==> src/rtl/rotary_freq_ctrl.sv <==
// rotary_freq_ctrl: rotary-encoder front end for the DDS function generator.
// Debounces Rot_A/Rot_B/Rot_C, decodes full quadrature detents and keeps a
// saturating frequency index. Address/FreqChng refresh on a periodic tick.
// Optional feature macro: ROT_ACCEL_EN (step acceleration on fast rotation).
//
// Quadrature FSM states (debounced {A,B}):
//   state  | meaning
//   Q_IDLE | at rest on 11, waiting for a detent to start
//   Q_CW1  | 01, first CW phase
//   Q_CW2  | 00, second CW phase
//   Q_CW3  | 10, third CW phase; return to 11 emits an up-event
//   Q_CCW1 | 10, first CCW phase
//   Q_CCW2 | 00, second CCW phase
//   Q_CCW3 | 01, third CCW phase; return to 11 emits a down-event
//   Q_HOLD | illegal two-bit jump seen, wait for 11 with no event
module rotary_freq_ctrl #(
  parameter int AW         = 11,
  parameter int MIN_VAL    = 0,
  parameter int MIN_VAL_LM = 800,
  parameter int MAX_VAL    = 1800,
  parameter int LIMIT_MODE = 4,
  parameter int DB_CYC     = 16,
  parameter int UPD_CYC    = 2400,
  parameter int STEP0      = 1,
  parameter int STEP1      = 10,
  parameter int STEP2      = 100,
  parameter int ACCEL_WIN  = 50000,
  parameter int ACCEL_MUL  = 4
) (
  input  logic          Fg_CLK,
  input  logic          RESET,
  input  logic          Rot_A,
  input  logic          Rot_B,
  input  logic          Rot_C,
  input  logic [2:0]    Mode,
  output logic [AW-1:0] Address,
  output logic          FreqChng,
  output logic [1:0]    StepSel
);

  localparam int AW1 = AW + 1;
  localparam int CW  = $clog2(DB_CYC + 1);
  localparam int TW  = $clog2(UPD_CYC);

  typedef enum logic [2:0] {
    Q_IDLE, Q_CW1, Q_CW2, Q_CW3, Q_CCW1, Q_CCW2, Q_CCW3, Q_HOLD
  } q_state_t;

  // bit order {C, A, B}; idle levels A=B=1, C=0
  logic [2:0]    s1, s2, db;
  logic [CW-1:0] db_cnt [3];
  logic          c_q;
  q_state_t      q_state;
  logic [1:0]    ab;
  logic          up_ev, dn_ev, c_rise, tick;
  logic [AW1-1:0] count, step, step_app, lo, sum;
  logic [TW-1:0]  upd_tmr;

  // two-flop synchroniser followed by a stable-for-DB_CYC debouncer
  always_ff @(posedge Fg_CLK) begin
    if (RESET) begin
      s1 <= 3'b011;
      s2 <= 3'b011;
      db <= 3'b011;
      for (int i = 0; i < 3; i++) db_cnt[i] <= '0;
    end else begin
      s1 <= {Rot_C, Rot_A, Rot_B};
      s2 <= s1;
      for (int i = 0; i < 3; i++) begin
        if (s2[i] != db[i]) begin
          if (db_cnt[i] == CW'(DB_CYC - 1)) begin
            db[i]     <= s2[i];
            db_cnt[i] <= '0;
          end else begin
            db_cnt[i] <= db_cnt[i] + 1'b1;
          end
        end else begin
          db_cnt[i] <= '0;
        end
      end
    end
  end

  assign ab    = db[1:0];
  assign up_ev = (q_state == Q_CW3)  && (ab == 2'b11);
  assign dn_ev = (q_state == Q_CCW3) && (ab == 2'b11);

  // quadrature detent decoder
  always_ff @(posedge Fg_CLK) begin
    if (RESET) begin
      q_state <= Q_IDLE;
    end else begin
      case (q_state)
        Q_IDLE: case (ab)
          2'b01:   q_state <= Q_CW1;
          2'b10:   q_state <= Q_CCW1;
          2'b00:   q_state <= Q_HOLD;
          default: q_state <= Q_IDLE;
        endcase
        Q_CW1: case (ab)
          2'b00:   q_state <= Q_CW2;
          2'b11:   q_state <= Q_IDLE;
          2'b10:   q_state <= Q_HOLD;
          default: q_state <= Q_CW1;
        endcase
        Q_CW2: case (ab)
          2'b10:   q_state <= Q_CW3;
          2'b01:   q_state <= Q_CW1;
          2'b11:   q_state <= Q_IDLE;
          default: q_state <= Q_CW2;
        endcase
        Q_CW3: case (ab)
          2'b11:   q_state <= Q_IDLE;
          2'b00:   q_state <= Q_CW2;
          2'b01:   q_state <= Q_HOLD;
          default: q_state <= Q_CW3;
        endcase
        Q_CCW1: case (ab)
          2'b00:   q_state <= Q_CCW2;
          2'b11:   q_state <= Q_IDLE;
          2'b01:   q_state <= Q_HOLD;
          default: q_state <= Q_CCW1;
        endcase
        Q_CCW2: case (ab)
          2'b01:   q_state <= Q_CCW3;
          2'b10:   q_state <= Q_CCW1;
          2'b11:   q_state <= Q_IDLE;
          default: q_state <= Q_CCW2;
        endcase
        Q_CCW3: case (ab)
          2'b11:   q_state <= Q_IDLE;
          2'b00:   q_state <= Q_CCW2;
          2'b10:   q_state <= Q_HOLD;
          default: q_state <= Q_CCW3;
        endcase
        default: q_state <= (ab == 2'b11) ? Q_IDLE : Q_HOLD;
      endcase
    end
  end

  assign c_rise = db[2] & ~c_q;

  // push-button cycles the step selector 0 > 1 > 2 > 0
  always_ff @(posedge Fg_CLK) begin
    if (RESET) begin
      c_q     <= 1'b0;
      StepSel <= 2'd0;
    end else begin
      c_q <= db[2];
      if (c_rise) StepSel <= (StepSel == 2'd2) ? 2'd0 : StepSel + 2'd1;
    end
  end

  // step lookup for the active selector
  always_comb begin
    step = AW1'(STEP2);
    case (StepSel)
      2'd0:    step = AW1'(STEP0);
      2'd1:    step = AW1'(STEP1);
      default: step = AW1'(STEP2);
    endcase
  end

`ifdef ROT_ACCEL_EN
  localparam int ATW = $clog2(ACCEL_WIN + 1);
  logic [ATW-1:0] accel_tmr;
  logic           accel_arm;

  // time since the previous detent; arm stays low until the first event
  always_ff @(posedge Fg_CLK) begin
    if (RESET) begin
      accel_tmr <= '0;
      accel_arm <= 1'b0;
    end else if (up_ev || dn_ev) begin
      accel_tmr <= '0;
      accel_arm <= 1'b1;
    end else if (accel_tmr != ATW'(ACCEL_WIN)) begin
      accel_tmr <= accel_tmr + 1'b1;
    end
  end

  assign step_app = (accel_arm && (accel_tmr < ATW'(ACCEL_WIN)))
                  ? step * AW1'(ACCEL_MUL) : step;
`else
  assign step_app = step;
`endif

  assign lo  = (Mode == 3'(LIMIT_MODE)) ? AW1'(MIN_VAL_LM) : AW1'(MIN_VAL);
  assign sum = count + step_app;

  // saturating frequency index; the limit-mode clamp wins over a same-cycle event
  always_ff @(posedge Fg_CLK) begin
    if (RESET) begin
      count <= '0;
    end else if ((Mode == 3'(LIMIT_MODE)) && (count < AW1'(MIN_VAL_LM))) begin
      count <= AW1'(MIN_VAL_LM);
    end else if (up_ev) begin
      count <= (sum > AW1'(MAX_VAL)) ? AW1'(MAX_VAL) : sum;
    end else if (dn_ev) begin
      count <= (count < lo + step_app) ? lo : count - step_app;
    end
  end

  assign tick = (upd_tmr == TW'(UPD_CYC - 1));

  // periodic refresh of Address with a one-cycle change strobe
  always_ff @(posedge Fg_CLK) begin
    if (RESET) begin
      upd_tmr  <= '0;
      Address  <= '0;
      FreqChng <= 1'b0;
    end else begin
      upd_tmr  <= tick ? '0 : upd_tmr + 1'b1;
      FreqChng <= 1'b0;
      if (tick) begin
        Address  <= count[AW-1:0];
        FreqChng <= (Address != count[AW-1:0]);
      end
    end
  end

endmodule
==> config.mk <==
export PLATFORM = sky130hd
export DESIGN_NAME = rotary_freq_ctrl
export DESIGN_NICKNAME = d
export VERILOG_FILES = /design/src/rtl/rotary_freq_ctrl.sv
export SDC_FILE = /design/constraint.sdc
export NUM_CORES = 1
export LEC_CHECK = 0
export ABC_AREA = 1
export BUFFER_PORTS_ARGS = -buffer_cell sky130_fd_sc_hd__buf_2
export CAP_MARGIN = 5
export CORE_MARGIN = 3
export CORE_UTILIZATION = 56
export DETAILED_ROUTE_END_ITERATION = 12
export PLACE_DENSITY = 0.74
export SLEW_MARGIN = 25
export SYNTH_ARGS = -nofsm -noshare
export SYNTH_HDL_FRONTEND = slang
export SYNTH_SLANG_ARGS = --single-unit
==> constraint.sdc <==
create_clock -name Fg_CLK -period 2.57 [get_ports Fg_CLK]
set_clock_uncertainty 0.1 [all_clocks]
set_input_delay 0.257 -clock Fg_CLK [delete_from_list [all_inputs] [get_ports Fg_CLK]]
set_output_delay 0.257 -clock Fg_CLK [all_outputs]
set_load 0.02 [all_outputs]
==> tab_implementation.tex, run 1 <==
\begin{tabular}{lr}
\hline
Metric & Value \\
\hline
\multicolumn{2}{l}{\textbf{Synth}} \\
Synthesized area per cell & 7.37 µm² \\
Number of distinct library cell variants in the gate-level netlist after synthesis & 47 \\
Dominant combinational cell family by area after synthesis & simple AND/OR/NAND/NOR gates \\
Proportion of netlist area held by the largest area contributor & 0.249 \\
Most frequent cell after synthesis & sky130\_fd\_sc\_hd\_\_nand2\_1 \\
Number of synthesized register bits & 66 \\
Arithmetic-cell share of the synthesized area counting full adders, half adders and majority gates & 0.0982 \\
EDFF count, synth & 15 \\
Complex-gate fraction of the synthesized area & 0.145 \\
Top flip-flop cell by instance count after synthesis & sky130\_fd\_sc\_hd\_\_dfxtp\_1 \\
Simple-gate portion of the synthesized area & 0.268 \\
Cell types with the largest area share after synthesis & sky130\_fd\_sc\_hd\_\_dfxtp\_1 (25\%), sky130\_fd\_sc\_hd\_\_edfxtp\_1 (11\%), sky130\_fd\_sc\_hd\_\_ha\_1 (8.8\%) \\
Share of synthesized area spent on multiplexers & 0 \\
Number of standard cells after synthesis & 557 \\
Synth Cell Area & 0.00410 mm² \\
Top cell type by total area after synthesis & sky130\_fd\_sc\_hd\_\_dfxtp\_1 \\
Synthesis Warnings & 0 \\
Share of the yosys chip area belonging to registers & 0.359 \\
Area share of xor/xnor cells in the synthesized design & 0.0339 \\
List of most frequent post-synthesis cells & sky130\_fd\_sc\_hd\_\_nand2\_1 (89), sky130\_fd\_sc\_hd\_\_inv\_1 (81), sky130\_fd\_sc\_hd\_\_nor2\_1 (65), sky130\_fd\_sc\_hd\_\_dfxtp\_1 (51), sky130\_fd\_sc\_hd\_\_o21ai\_0 (40) \\
Async set-reset flop share out of synthesis & 0 \\
\multicolumn{2}{l}{\textbf{STA}} \\
Number of failing setup endpoints in the final timing report & 0 \\
Final critical path time including I/O delays and setup & 2520 ps \\
Slew headroom & 0.605 \\
Unrepaired setup endpoints after global routing & yes \\
Transition time at the pin with the least slew margin & 592 ps \\
TNS Setup & 0 ps \\
Final Hold Violating Endpoints & 0 \\
Highest Clock Rate & 397 MHz \\
Slew Viols, Final & 0 \\
Final period util & 0.979 \\
\multicolumn{2}{l}{\textbf{Layout}} \\
Fillcell total & 585 \\
Proportion of layout cells with a drive suffix above 1 & 0.157 \\
Share of the core filled with cells in the final layout & 0.684 \\
Area growth from synthesis to final layout & 15.7\% \\
Net count reported at finish & 647 \\
Antenna diode count & 0 \\
\multicolumn{2}{l}{\textbf{Detailed routing}} \\
Number of remaining DRC errors & 0 \\
Post-DRT Antenna Nets & 0 \\
Via density & 5.37 \\
First-pass iteration count of the detailed router & 5 \\
Detailed-route wire length & 9410 µm \\
Starting DRC count in detailed routing & 217 \\
Post-detailed-route wirelength per cell & 13.3 µm \\
Count of vias placed by the detailed router & 3804 \\
\multicolumn{2}{l}{\textbf{Worst setup path}} \\
Critical path fanouts, max & 7 \\
Start-to-end type of the worst setup path & reg2reg \\
Launching element type of the critical path & register \\
WP data required & 2700 ps \\
Type of element capturing the critical path & register \\
Worst endpoint data arrival time & 2650 ps \\
\multicolumn{2}{l}{\textbf{Clock tree}} \\
Clock insertion delay at the later pin of the skew report & 340 ps \\
Root Driver & sky130\_fd\_sc\_hd\_\_clkbuf\_8 \\
Clk slew on worst S/H paths & 80 ps \\
Buffer depth of the longest clock path & 2 \\
Sink count of the clock tree & 66 \\
H-tree depth & 3 \\
Clock tree from TritonCTS & yes \\
CTS buffer count & 9 \\
\multicolumn{2}{l}{\textbf{Floorplan}} \\
Core Area & 0.00694 mm² \\
Num ports & 22 \\
Die height & 91.6 µm \\
Die width & 91.6 µm \\
Starting density of the core & 0.591 \\
Die footprint & 0.00839 mm² \\
Row cnt & 30 \\
\multicolumn{2}{l}{\textbf{Power and ir drop}} \\
Share of power burned in the clock network & 0.407 \\
Max rail drop VDD & 0.364 mV \\
Total power per unit cell area & 448 mW/mm² \\
Share of power burned in combinational logic & 0.078 \\
Power share of the sequential group & 0.515 \\
Switching Share & 0.253 \\
Internal Dissipation & 1.59 mW \\
Net switching component of the power & 0.538 mW \\
Static Leak & 2.22 nW \\
\multicolumn{2}{l}{\textbf{Worst hold path}} \\
Path type of the worst min-delay path & in2reg \\
\multicolumn{2}{l}{\textbf{GRT}} \\
Initial antenna violation count & 0 \\
Overall Global Routing Usage & 0.226 \\
Pin count of the biggest net entering global routing & 17 \\
Vias in the first global route & 3334 \\
Global-route wire length before repair & 15300 µm \\
Congestion Overflow GR & 0 \\
\multicolumn{2}{l}{\textbf{Place}} \\
Final RePlAce weighted congestion & 0.986 \\
Post-detail-place hpwl & 7060 µm \\
IO Port Bufs & 21 \\
\multicolumn{2}{l}{\textbf{Status}} \\
Result of the run & finished, final reports clean \\
\multicolumn{2}{l}{\textbf{Job}} \\
MaxCap Viol Count & 0 \\
\hline
\end{tabular}
## worst max-delay path, cell delays in order, from the launching register on
cell and delay (ps):
sky130_fd_sc_hd__dfxtp_4 400, sky130_fd_sc_hd__clkinvlp_4 150, sky130_fd_sc_hd__buf_4 170, sky130_fd_sc_hd__ha_4 230, sky130_fd_sc_hd__inv_2 60, sky130_fd_sc_hd__nand2_2 80
sky130_fd_sc_hd__nor3_4 120, sky130_fd_sc_hd__nand2_2 100, sky130_fd_sc_hd__nand2_2 70, sky130_fd_sc_hd__nor3b_4 320, sky130_fd_sc_hd__xor2_4 290, sky130_fd_sc_hd__nand2_1 110
sky130_fd_sc_hd__a21oi_2 130, sky130_fd_sc_hd__a21oi_1 80
## metrics by stage
stage	cells	hold slack [ps]	total power [mW]	instance area, µm²	setup slack (ps)
detailed placement	687	294	1.27	4400	-225
floorplan	571	261	1.22	4160	38.0
global route	709	27.0	2.21	4750	-71.8
finish	709	21.6	2.13	4750	52.9
CTS	706	7.79	2.14	4630	15.2
global placement	687	294	1.26	4400	-184
## layout by cell type (no fill, tap or decap), types with 6 or more instances in the layout
cell	n
sky130_fd_sc_hd__nand2_1	86
sky130_fd_sc_hd__inv_1	77
sky130_fd_sc_hd__nor2_1	61
sky130_fd_sc_hd__dfxtp_1	49
sky130_fd_sc_hd__o21ai_0	40
sky130_fd_sc_hd__a21oi_1	37
sky130_fd_sc_hd__nand3_1	36
sky130_fd_sc_hd__ha_1	25
sky130_fd_sc_hd__buf_2	21
sky130_fd_sc_hd__buf_4	16
sky130_fd_sc_hd__edfxtp_1	15
sky130_fd_sc_hd__conb_1	15
sky130_fd_sc_hd__nand4_1	13
sky130_fd_sc_hd__xor2_1	12
sky130_fd_sc_hd__nor3_1	11
sky130_fd_sc_hd__clkbuf_8	9
sky130_fd_sc_hd__nand2_2	8
sky130_fd_sc_hd__or2_2	6
## state kept, by name, summed over array words and instances (netlist names)
register,cells
db_cnt,15
count,12
upd_tmr,12
Address,11
db,3
q_state,3
s1,3
s2,3
StepSel,2
FreqChng,1
c_q,1
## power by group through the flow
| stage | clock (mW) | sequential (mW) | combinational (mW) |
|---|---|---|---|
| 2_1_floorplan | 0 | 1.12 | 0.106 |
| 3_3_place_gp | 0 | 1.12 | 0.142 |
| 3_5_place_dp | 0 | 1.12 | 0.146 |
| 4_1_cts | 0.886 | 1.10 | 0.154 |
| 5_1_grt | 0.930 | 1.10 | 0.185 |
| 6_report | 0.867 | 1.10 | 0.165 |
## layer usage
layer  up-vias  track usage  routed length, µm
li1       1943            -                  -
met1      1732        0.286               4200
met2       112        0.368               4440
met3        17       0.0456                525
met4         0        0.103                233
met5         -            0                  0
## cell families after synthesis
family,Yosys count
adder cells (fa/ha/maj),31
XOR/XNOR,15
AND/OR/NAND/NOR,242
AO/OA/AOI/OAI,105
buffers and inverters,97
other,1
flip-flops,66
## layout make-up
| class | count | area, µm² | share of cell area |
|---|---|---|---|
| Tap cell | 96 | 120 | 0.0253 |
| Timing Repair Buffer | 39 | 245 | 0.0516 |
| Multi-Input combinational cell | 408 | 2390 | 0.503 |
| Clock inverter | 7 | 66.3 | 0.0140 |
| Sequential cell | 66 | 1480 | 0.311 |
| Clock buffer | 9 | 124 | 0.0261 |
| Inverter | 84 | 324 | 0.0682 |
## final timing paths
| kind | start | end | slack, ps | depth (start not counted) |
|---|---|---|---|---|
| max reg2reg | StepSel[1] | count[8] | 50 | 13 |
| min reg2reg | s1[0] | s2[0] | 310 | 1 |
| min | Rot_C | s1[2] | 20 | 3 |
| max | StepSel[1] | count[8] | 50 | 13 |
## timing repair
item	CTS	global route
endpoints found under the hold margin	2	0
pin swaps	1	4
setup buffers	1	3
setup endpoints to repair	9	12
gates resized for setup	4	20
hold buffers	2	0
Power figures use the tool's default switching activity.
==> run 2, diff against run 1 <==
Settings changed: CORE_ASPECT_RATIO set to 1.75, PLACE_DENSITY 0.74 to 0.85.
==> run 2 against run 1 <==
Compared with the run above: worst hold slack lost 13 ps; largest power group is now the clock network; critical path type unchanged; critical path depth is the same; cell count shrank 2.0%.
==> tab_implementation.tex, run 2 (same netlist as run 1, synthesis figures left out) <==
\begin{tabular}{lr}
\hline
Metric & Value \\
\hline
\multicolumn{2}{l}{\textbf{Status}} \\
Result of the run & finished, final reports clean (unchanged) \\
\multicolumn{2}{l}{\textbf{Layout}} \\
Biggest register & db\_cnt (unchanged) \\
Largest register FFs & 15 (unchanged) \\
Highest-count cells in the layout ignoring fill and taps & sky130\_fd\_sc\_hd\_\_nand2\_1 (80), sky130\_fd\_sc\_hd\_\_inv\_1 (76), sky130\_fd\_sc\_hd\_\_nor2\_1 (58) (was sky130\_fd\_sc\_hd\_\_nand2\_1 (86), sky130\_fd\_sc\_hd\_\_inv\_1 (77), sky130\_fd\_sc\_hd\_\_nor2\_1 (61)) \\
Proportion of layout cells with a drive suffix above 1 & 0.178 (was 0.157) \\
Net count reported at finish & 645 (was 647) \\
Count of non-filler cells in the finished layout & 695 (was 709) \\
Share of the core filled with cells in the final layout & 0.700 (was 0.684) \\
Area growth from synthesis to final layout & 19.5\% (was 15.7\%) \\
Antenna diode count & 0 (unchanged) \\
Largest registers & db\_cnt (15), count (12), upd\_tmr (12) (unchanged) \\
Most common cell after layout, fill and taps aside & sky130\_fd\_sc\_hd\_\_nand2\_1 (unchanged) \\
\multicolumn{2}{l}{\textbf{Worst setup path}} \\
Type of element capturing the critical path & register (unchanged) \\
Max incr delay on CP & 390 ps (was 400 ps) \\
WP data required & 2760 ps (was 2700 ps) \\
Worst endpoint data arrival time & 2700 ps (was 2650 ps) \\
Launch instance of the worst register-to-register path & StepSel[1] (unchanged) \\
Highest-delay cell along the critical path & sky130\_fd\_sc\_hd\_\_dfxtp\_4 (unchanged) \\
Logic depth of the worst register-to-register path & 13 (unchanged) \\
CP cell instances & inv\_2, ha\_1, inv\_1, nand2\_1, nor3\_4, nand2\_4, nand2\_2, nor3b\_4, xor2\_4, nand2\_2, nand2\_2, nand2\_1, a21oi\_2 (was clkinvlp\_4, buf\_4, ha\_4, inv\_2, nand2\_2, nor3\_4, nand2\_2, nand2\_2, nor3b\_4, xor2\_4, nand2\_1, a21oi\_2, a21oi\_1) \\
Most Frequent Cell on Critical Path & sky130\_fd\_sc\_hd\_\_nand2\_2 (unchanged) \\
Critical R2R Capture & count[0] (was count[8]) \\
Flop2flop setup slack & 50 ps (about the same) \\
Start-to-end type of the worst setup path & reg2reg (unchanged) \\
Launching element type of the critical path & register (unchanged) \\
Critical path fanouts, max & 7 (unchanged) \\
\multicolumn{2}{l}{\textbf{Power and ir drop}} \\
Static Leak & 2.28 nW (was 2.22 nW) \\
Total power per unit cell area & 529 mW/mm² (was 448 mW/mm²) \\
Max rail drop VDD & 0.476 mV (was 0.364 mV) \\
\multicolumn{2}{l}{\textbf{GRT}} \\
Global-route wire length before repair & 16600 µm (was 15300 µm) \\
Pin count of the biggest net entering global routing & 17 (unchanged) \\
Overall Global Routing Usage & 0.246 (was 0.226) \\
Vias in the first global route & 3863 (was 3334) \\
Initial antenna violation count & 0 (unchanged) \\
Congestion Overflow GR & 0 (unchanged) \\
\multicolumn{2}{l}{\textbf{Place}} \\
Final RePlAce weighted congestion & 0.956 (was 0.986) \\
Worst slack at placement & -20.0 ps (was -225 ps) \\
Post-detail-place hpwl & 7470 µm (was 7060 µm) \\
Dpl cells & 677 (was 687) \\
IO Port Bufs & 21 (unchanged) \\
\multicolumn{2}{l}{\textbf{STA}} \\
Final worst setup slack & 50.8 ps (was 52.9 ps) \\
Unrepaired setup endpoints after global routing & yes (unchanged) \\
Highest Clock Rate & 397 MHz (about the same) \\
Final Hold Violating Endpoints & 0 (unchanged) \\
Slew Viols, Final & 0 (unchanged) \\
Transition time at the pin with the least slew margin & 582 ps (was 592 ps) \\
Slew headroom & 0.602 (was 0.605) \\
Number of failing setup endpoints in the final timing report & 0 (unchanged) \\
Final period util & 0.980 (was 0.979) \\
Final critical path time including I/O delays and setup & 2520 ps (about the same) \\
\multicolumn{2}{l}{\textbf{Worst hold path}} \\
WHS Path Cells & 3 (unchanged) \\
Startpoint of the worst hold path & Rot\_C (unchanged) \\
End point of the most critical hold path & s1[2] (unchanged) \\
Path type of the worst min-delay path & in2reg (unchanged) \\
\multicolumn{2}{l}{\textbf{Floorplan}} \\
Die height & 119 µm (was 91.6 µm) \\
Core Area & 0.00701 mm² (was 0.00694 mm²) \\
Die footprint & 0.00843 mm² (was 0.00839 mm²) \\
Starting density of the core & 0.586 (was 0.591) \\
Num ports & 22 (unchanged) \\
Die width & 70.7 µm (was 91.6 µm) \\
Row cnt & 40 (was 30) \\
\multicolumn{2}{l}{\textbf{Clock tree}} \\
Clk slew on worst S/H paths & 60 ps (was 80 ps) \\
Clock tree from TritonCTS & yes (unchanged) \\
Buffer depth of the longest clock path & 2 (unchanged) \\
CTS buffer count & 9 (unchanged) \\
Sink count of the clock tree & 66 (unchanged) \\
H-tree depth & 3 (unchanged) \\
Root Driver & sky130\_fd\_sc\_hd\_\_clkbuf\_16 (was sky130\_fd\_sc\_hd\_\_clkbuf\_8) \\
Clock insertion delay at the later pin of the skew report & 350 ps (was 340 ps) \\
\multicolumn{2}{l}{\textbf{Detailed routing}} \\
Count of vias placed by the detailed router & 4055 (was 3804) \\
Via density & 5.83 (was 5.37) \\
Post-detailed-route wirelength per cell & 15.0 µm (was 13.3 µm) \\
Post-DRT Antenna Nets & 0 (unchanged) \\
Starting DRC count in detailed routing & 334 (was 217) \\
First-pass iteration count of the detailed router & 5 (unchanged) \\
Detailed-route wire length & 10400 µm (was 9410 µm) \\
Number of remaining DRC errors & 0 (unchanged) \\
\multicolumn{2}{l}{\textbf{Job}} \\
MaxCap Viol Count & 0 (unchanged) \\
\hline
\end{tabular}
## run 2: cell count changes in the layout (fill, tap and decap cells not counted), moves of 2 or more
cell	change
sky130_fd_sc_hd__buf_4	-2
sky130_fd_sc_hd__clkbuf_16	+9
sky130_fd_sc_hd__clkbuf_8	-9
sky130_fd_sc_hd__clkinv_2	-3
sky130_fd_sc_hd__inv_2	+2
sky130_fd_sc_hd__nand2_1	-6
sky130_fd_sc_hd__nand2_2	+5
sky130_fd_sc_hd__nand3_1	-2
sky130_fd_sc_hd__nand3_2	+2
sky130_fd_sc_hd__nor2_1	-3
sky130_fd_sc_hd__nor2_2	+3
## run 2: worst max-delay path, delay by kind of cell (launching register included)
family	cells	cell delay, ps
flops	1	390
buf+inv	2	190
xor+xnor	1	290
fa+ha+maj	1	310
simple gates	8	1060
compound gates	1	100
## run 2: power by group
part / leakage, nW / internal (mW) / switching [mW]
Clock: 0.153 / 0.855 / 0.477
Combinational: 1.55 / 0.0611 / 0.102
Sequential: 0.570 / 1.08 / 0.0168
## run 2: routing by layer
| layer | GRT usage | wire length (µm) |
|---|---|---|
| met4 | 0.158 | 536 |
| met1 | 0.246 | 3750 |
| met2 | 0.440 | 5490 |
| met5 | 0 | 0 |
| met3 | 0.0574 | 639 |
## run 2: per-stage QoR
| step | power, mW | TNS [ps] | cell area [µm²] | hold WS (ps) |
|---|---|---|---|---|
| final | 2.59 | 0 | 4900 | 8.80 |
| after global routing | 2.68 | -280 | 4900 | 30.1 |
| after CTS | 2.60 | 0 | 4770 | 12.6 |
| after detailed placement | 1.27 | -20.0 | 4400 | 297 |
| after global placement | 1.26 | 0 | 4400 | 293 |
| after floorplan | 1.22 | 0 | 4160 | 261 |
## run 2: timing repair
action / CTS / global route
setup endpoints to repair: 10 / 11
setup buffers: 1 / 0
gates cloned: 0 / 0
resized for setup: 6 / 36
pin swaps: 3 / 13
endpoints found under the hold margin: 2 / 0
hold buffers: 2 / 0
## run 2: how the worst max path moves through the flow
stage                    start        to  slack (ps)  depth (start not counted)
CTS                 StepSel[0]  count[8]          10                         14
global route        StepSel[1]  count[6]         -70                         15
detailed placement  StepSel[0]  count[8]         -20                         14
floorplan           StepSel[1]  count[8]          40                         14
global placement    StepSel[1]  count[8]          30                         12
finish              StepSel[1]  count[0]          50                         13
## run 2: cell type report
type	count	area, µm²
multi-input cells	408	2450
fillers	566	2100
flip-flops and latches	66	1480
inverters	84	320
repair buffers	37	230
clock buffers	9	225
well taps	84	105
clock inverters	7	98.8
==> run 3, diff against run 2 <==
Settings changed: CORE_UTILIZATION 56 to 57, CTS_BUF_LIST set to sky130_fd_sc_hd__clkbuf_8, PLACE_DENSITY 0.85 to 0.86.
==> run 3 against run 2 <==
Compared with the run above: sequential power hardly changed; maximum frequency is 2.9% higher; via count is 3.3% lower; first-iteration DRC count is 9.0% lower; critical endpoint is now count[8]; largest power group is now registers; sequential share of layout area is 1.3 points higher; cell count is 0.72% higher; flip-flop and latch count stayed put; critical path type unchanged; count of clock-buffer cells in the layout stayed put.
==> tab_implementation.tex, run 3 (same netlist as run 1, synthesis figures left out) <==
\begin{tabular}{lr}
\hline
Metric & Value \\
\hline
\multicolumn{2}{l}{\textbf{Status}} \\
Result of the run & finished, final reports clean (unchanged) \\
\multicolumn{2}{l}{\textbf{Detailed routing}} \\
Post-DRT Antenna Nets & 0 (unchanged) \\
Post-detailed-route wirelength per cell & 14.3 µm (was 15.0 µm) \\
Number of remaining DRC errors & 0 (unchanged) \\
Via density & 5.60 (was 5.83) \\
Detailed-route wire length & 10000 µm (was 10400 µm) \\
Starting DRC count in detailed routing & 304 (was 334) \\
Count of vias placed by the detailed router & 3923 (was 4055) \\
First-pass iteration count of the detailed router & 5 (unchanged) \\
\multicolumn{2}{l}{\textbf{Layout}} \\
Largest registers & db\_cnt (15), count (12), upd\_tmr (12) (unchanged) \\
Highest-count cells in the layout ignoring fill and taps & sky130\_fd\_sc\_hd\_\_nand2\_1 (84), sky130\_fd\_sc\_hd\_\_inv\_1 (80), sky130\_fd\_sc\_hd\_\_nor2\_1 (62) (was sky130\_fd\_sc\_hd\_\_nand2\_1 (80), sky130\_fd\_sc\_hd\_\_inv\_1 (76), sky130\_fd\_sc\_hd\_\_nor2\_1 (58)) \\
Most common cell after layout, fill and taps aside & sky130\_fd\_sc\_hd\_\_nand2\_1 (unchanged) \\
Share of the core filled with cells in the final layout & 0.681 (was 0.700) \\
Proportion of layout cells with a drive suffix above 1 & 0.157 (was 0.178) \\
Largest register FFs & 15 (unchanged) \\
Area growth from synthesis to final layout & 14.7\% (was 19.5\%) \\
Antenna diode count & 0 (unchanged) \\
Net count reported at finish & 650 (was 645) \\
Biggest register & db\_cnt (unchanged) \\
\multicolumn{2}{l}{\textbf{Place}} \\
Final RePlAce weighted congestion & 1.03 (was 0.956) \\
Post-detail-place hpwl & 7870 µm (was 7470 µm) \\
IO Port Bufs & 21 (unchanged) \\
\multicolumn{2}{l}{\textbf{Clock tree}} \\
Root Driver & sky130\_fd\_sc\_hd\_\_clkbuf\_8 (was sky130\_fd\_sc\_hd\_\_clkbuf\_16) \\
Clock insertion delay at the later pin of the skew report & 360 ps (was 350 ps) \\
Clk slew on worst S/H paths & 70 ps (was 60 ps) \\
CTS buffer count & 9 (unchanged) \\
H-tree depth & 3 (unchanged) \\
Buffer depth of the longest clock path & 2 (unchanged) \\
Sink count of the clock tree & 66 (unchanged) \\
Clock tree from TritonCTS & yes (unchanged) \\
\multicolumn{2}{l}{\textbf{Worst setup path}} \\
Type of element capturing the critical path & register (unchanged) \\
WP data required & 2700 ps (was 2760 ps) \\
Launching element type of the critical path & register (unchanged) \\
Worst endpoint data arrival time & 2580 ps (was 2700 ps) \\
Start-to-end type of the worst setup path & reg2reg (unchanged) \\
Critical path fanouts, max & 7 (unchanged) \\
\multicolumn{2}{l}{\textbf{Floorplan}} \\
Starting density of the core & 0.594 (was 0.586) \\
Die height & 118 µm (was 119 µm) \\
Die footprint & 0.00829 mm² (was 0.00843 mm²) \\
Die width & 70.1 µm (was 70.7 µm) \\
Core Area & 0.00691 mm² (was 0.00701 mm²) \\
Num ports & 22 (unchanged) \\
Row cnt & 40 (unchanged) \\
\multicolumn{2}{l}{\textbf{GRT}} \\
Initial antenna violation count & 0 (unchanged) \\
Pin count of the biggest net entering global routing & 16 (was 17) \\
Congestion Overflow GR & 0 (unchanged) \\
Overall Global Routing Usage & 0.258 (was 0.246) \\
Global-route wire length before repair & 17200 µm (was 16600 µm) \\
Vias in the first global route & 3920 (was 3863) \\
\multicolumn{2}{l}{\textbf{STA}} \\
Final critical path time including I/O delays and setup & 2450 ps (was 2520 ps) \\
Final period util & 0.952 (was 0.980) \\
Final Hold Violating Endpoints & 0 (unchanged) \\
Final worst hold slack & 7.03 ps (was 8.80 ps) \\
Slew Viols, Final & 0 (unchanged) \\
Number of failing setup endpoints in the final timing report & 0 (unchanged) \\
Unrepaired setup endpoints after global routing & yes (unchanged) \\
Highest Clock Rate & 409 MHz (was 397 MHz) \\
\multicolumn{2}{l}{\textbf{Job}} \\
MaxCap Viol Count & 0 (unchanged) \\
\multicolumn{2}{l}{\textbf{Power and ir drop}} \\
Static Leak & 2.22 nW (was 2.28 nW) \\
Total power per unit cell area & 422 mW/mm² (was 529 mW/mm²) \\
Max rail drop VDD & 0.368 mV (was 0.476 mV) \\
\multicolumn{2}{l}{\textbf{Worst hold path}} \\
Path type of the worst min-delay path & in2reg (unchanged) \\
\hline
\end{tabular}
## run 3: changes by cell type in the layout (fill, tap and decap cells not counted), moves of 3 or more
cell | previous run | this run
sky130_fd_sc_hd__clkbuf_8 | 0 | 9
sky130_fd_sc_hd__clkbuf_16 | 9 | 0
sky130_fd_sc_hd__inv_1 | 76 | 80
sky130_fd_sc_hd__nor2_1 | 58 | 62
sky130_fd_sc_hd__buf_4 | 14 | 19
sky130_fd_sc_hd__nand2_2 | 13 | 10
sky130_fd_sc_hd__clkinv_2 | 0 | 3
sky130_fd_sc_hd__nand2_1 | 80 | 84
sky130_fd_sc_hd__nor2_2 | 7 | 3
## run 3: final timing paths
check	startpoint	endpoint	slack, ps	depth (start not counted)
min reg2reg	s1[1]	s2[1]	310	1
max	StepSel[1]	count[8]	120	12
min	Rot_C	s1[2]	7	3
max reg2reg	StepSel[1]	count[8]	120	12
## run 3: critical path, cell delays in order, from the launching register on
cell and delay (ps):
sky130_fd_sc_hd__dfxtp_4 390, sky130_fd_sc_hd__inv_2 70, sky130_fd_sc_hd__ha_1 290, sky130_fd_sc_hd__inv_1 120, sky130_fd_sc_hd__nand2_2 100, sky130_fd_sc_hd__nor3_4 120
sky130_fd_sc_hd__nand2_2 120, sky130_fd_sc_hd__nand2_2 90, sky130_fd_sc_hd__nor3b_4 320, sky130_fd_sc_hd__xor2_4 280, sky130_fd_sc_hd__nand2_1 80, sky130_fd_sc_hd__a21oi_1 150
sky130_fd_sc_hd__a21oi_1 80
## run 3: stage by stage
step | TNS, ps | total power, mW | cell area (µm²) | setup WS (ps) | std cells
after CTS | 0 | 1.99 | 4630 | 3.28 | 699
after global placement | 0 | 1.26 | 4430 | 34.4 | 681
final | 0 | 1.98 | 4700 | 122 | 700
after detailed placement | -60.0 | 1.27 | 4430 | -32.8 | 681
after global routing | -24.5 | 2.07 | 4700 | -11.8 | 700
after floorplan | 0 | 1.22 | 4160 | 38.0 | 571
## run 3: per-layer routing
layer  wire [µm]  part of all wire  global-route usage  vias up
met5           0                 0                   0        -
li1            -                 -                   -     1945
met4         542             0.054               0.179        0
met1        3540              0.35               0.257     1796
met3         498             0.050              0.0494       46
met2        5440              0.54               0.468      136
## run 3: final cells by class
class | instances | area [µm²]
clock inverter | 7 | 37.5
multi-input combinational | 408 | 2370
inverter | 84 | 320
sequential | 66 | 1480
fill | 581 | 2200
timing repair buffer | 42 | 268
clock buffer | 9 | 124
tap | 84 | 105
## run 3: timing repair
action | 4_1_cts | 5_1_grt
gates resized for setup | 2 | 22
pin swaps | 0 | 4
hold endpoints to repair | 2 | 0
cloned | 0 | 0
hold buffers | 2 | 0
setup endpoints to repair | 7 | 12
setup buffers | 0 | 1
## run 3: power breakdown
part	total (mW)	switching [mW]	internal, mW
registers	1.10	0.0170	1.08
logic	0.160	0.0997	0.0602
clock network	0.726	0.388	0.339
total	1.98	0.504	1.48
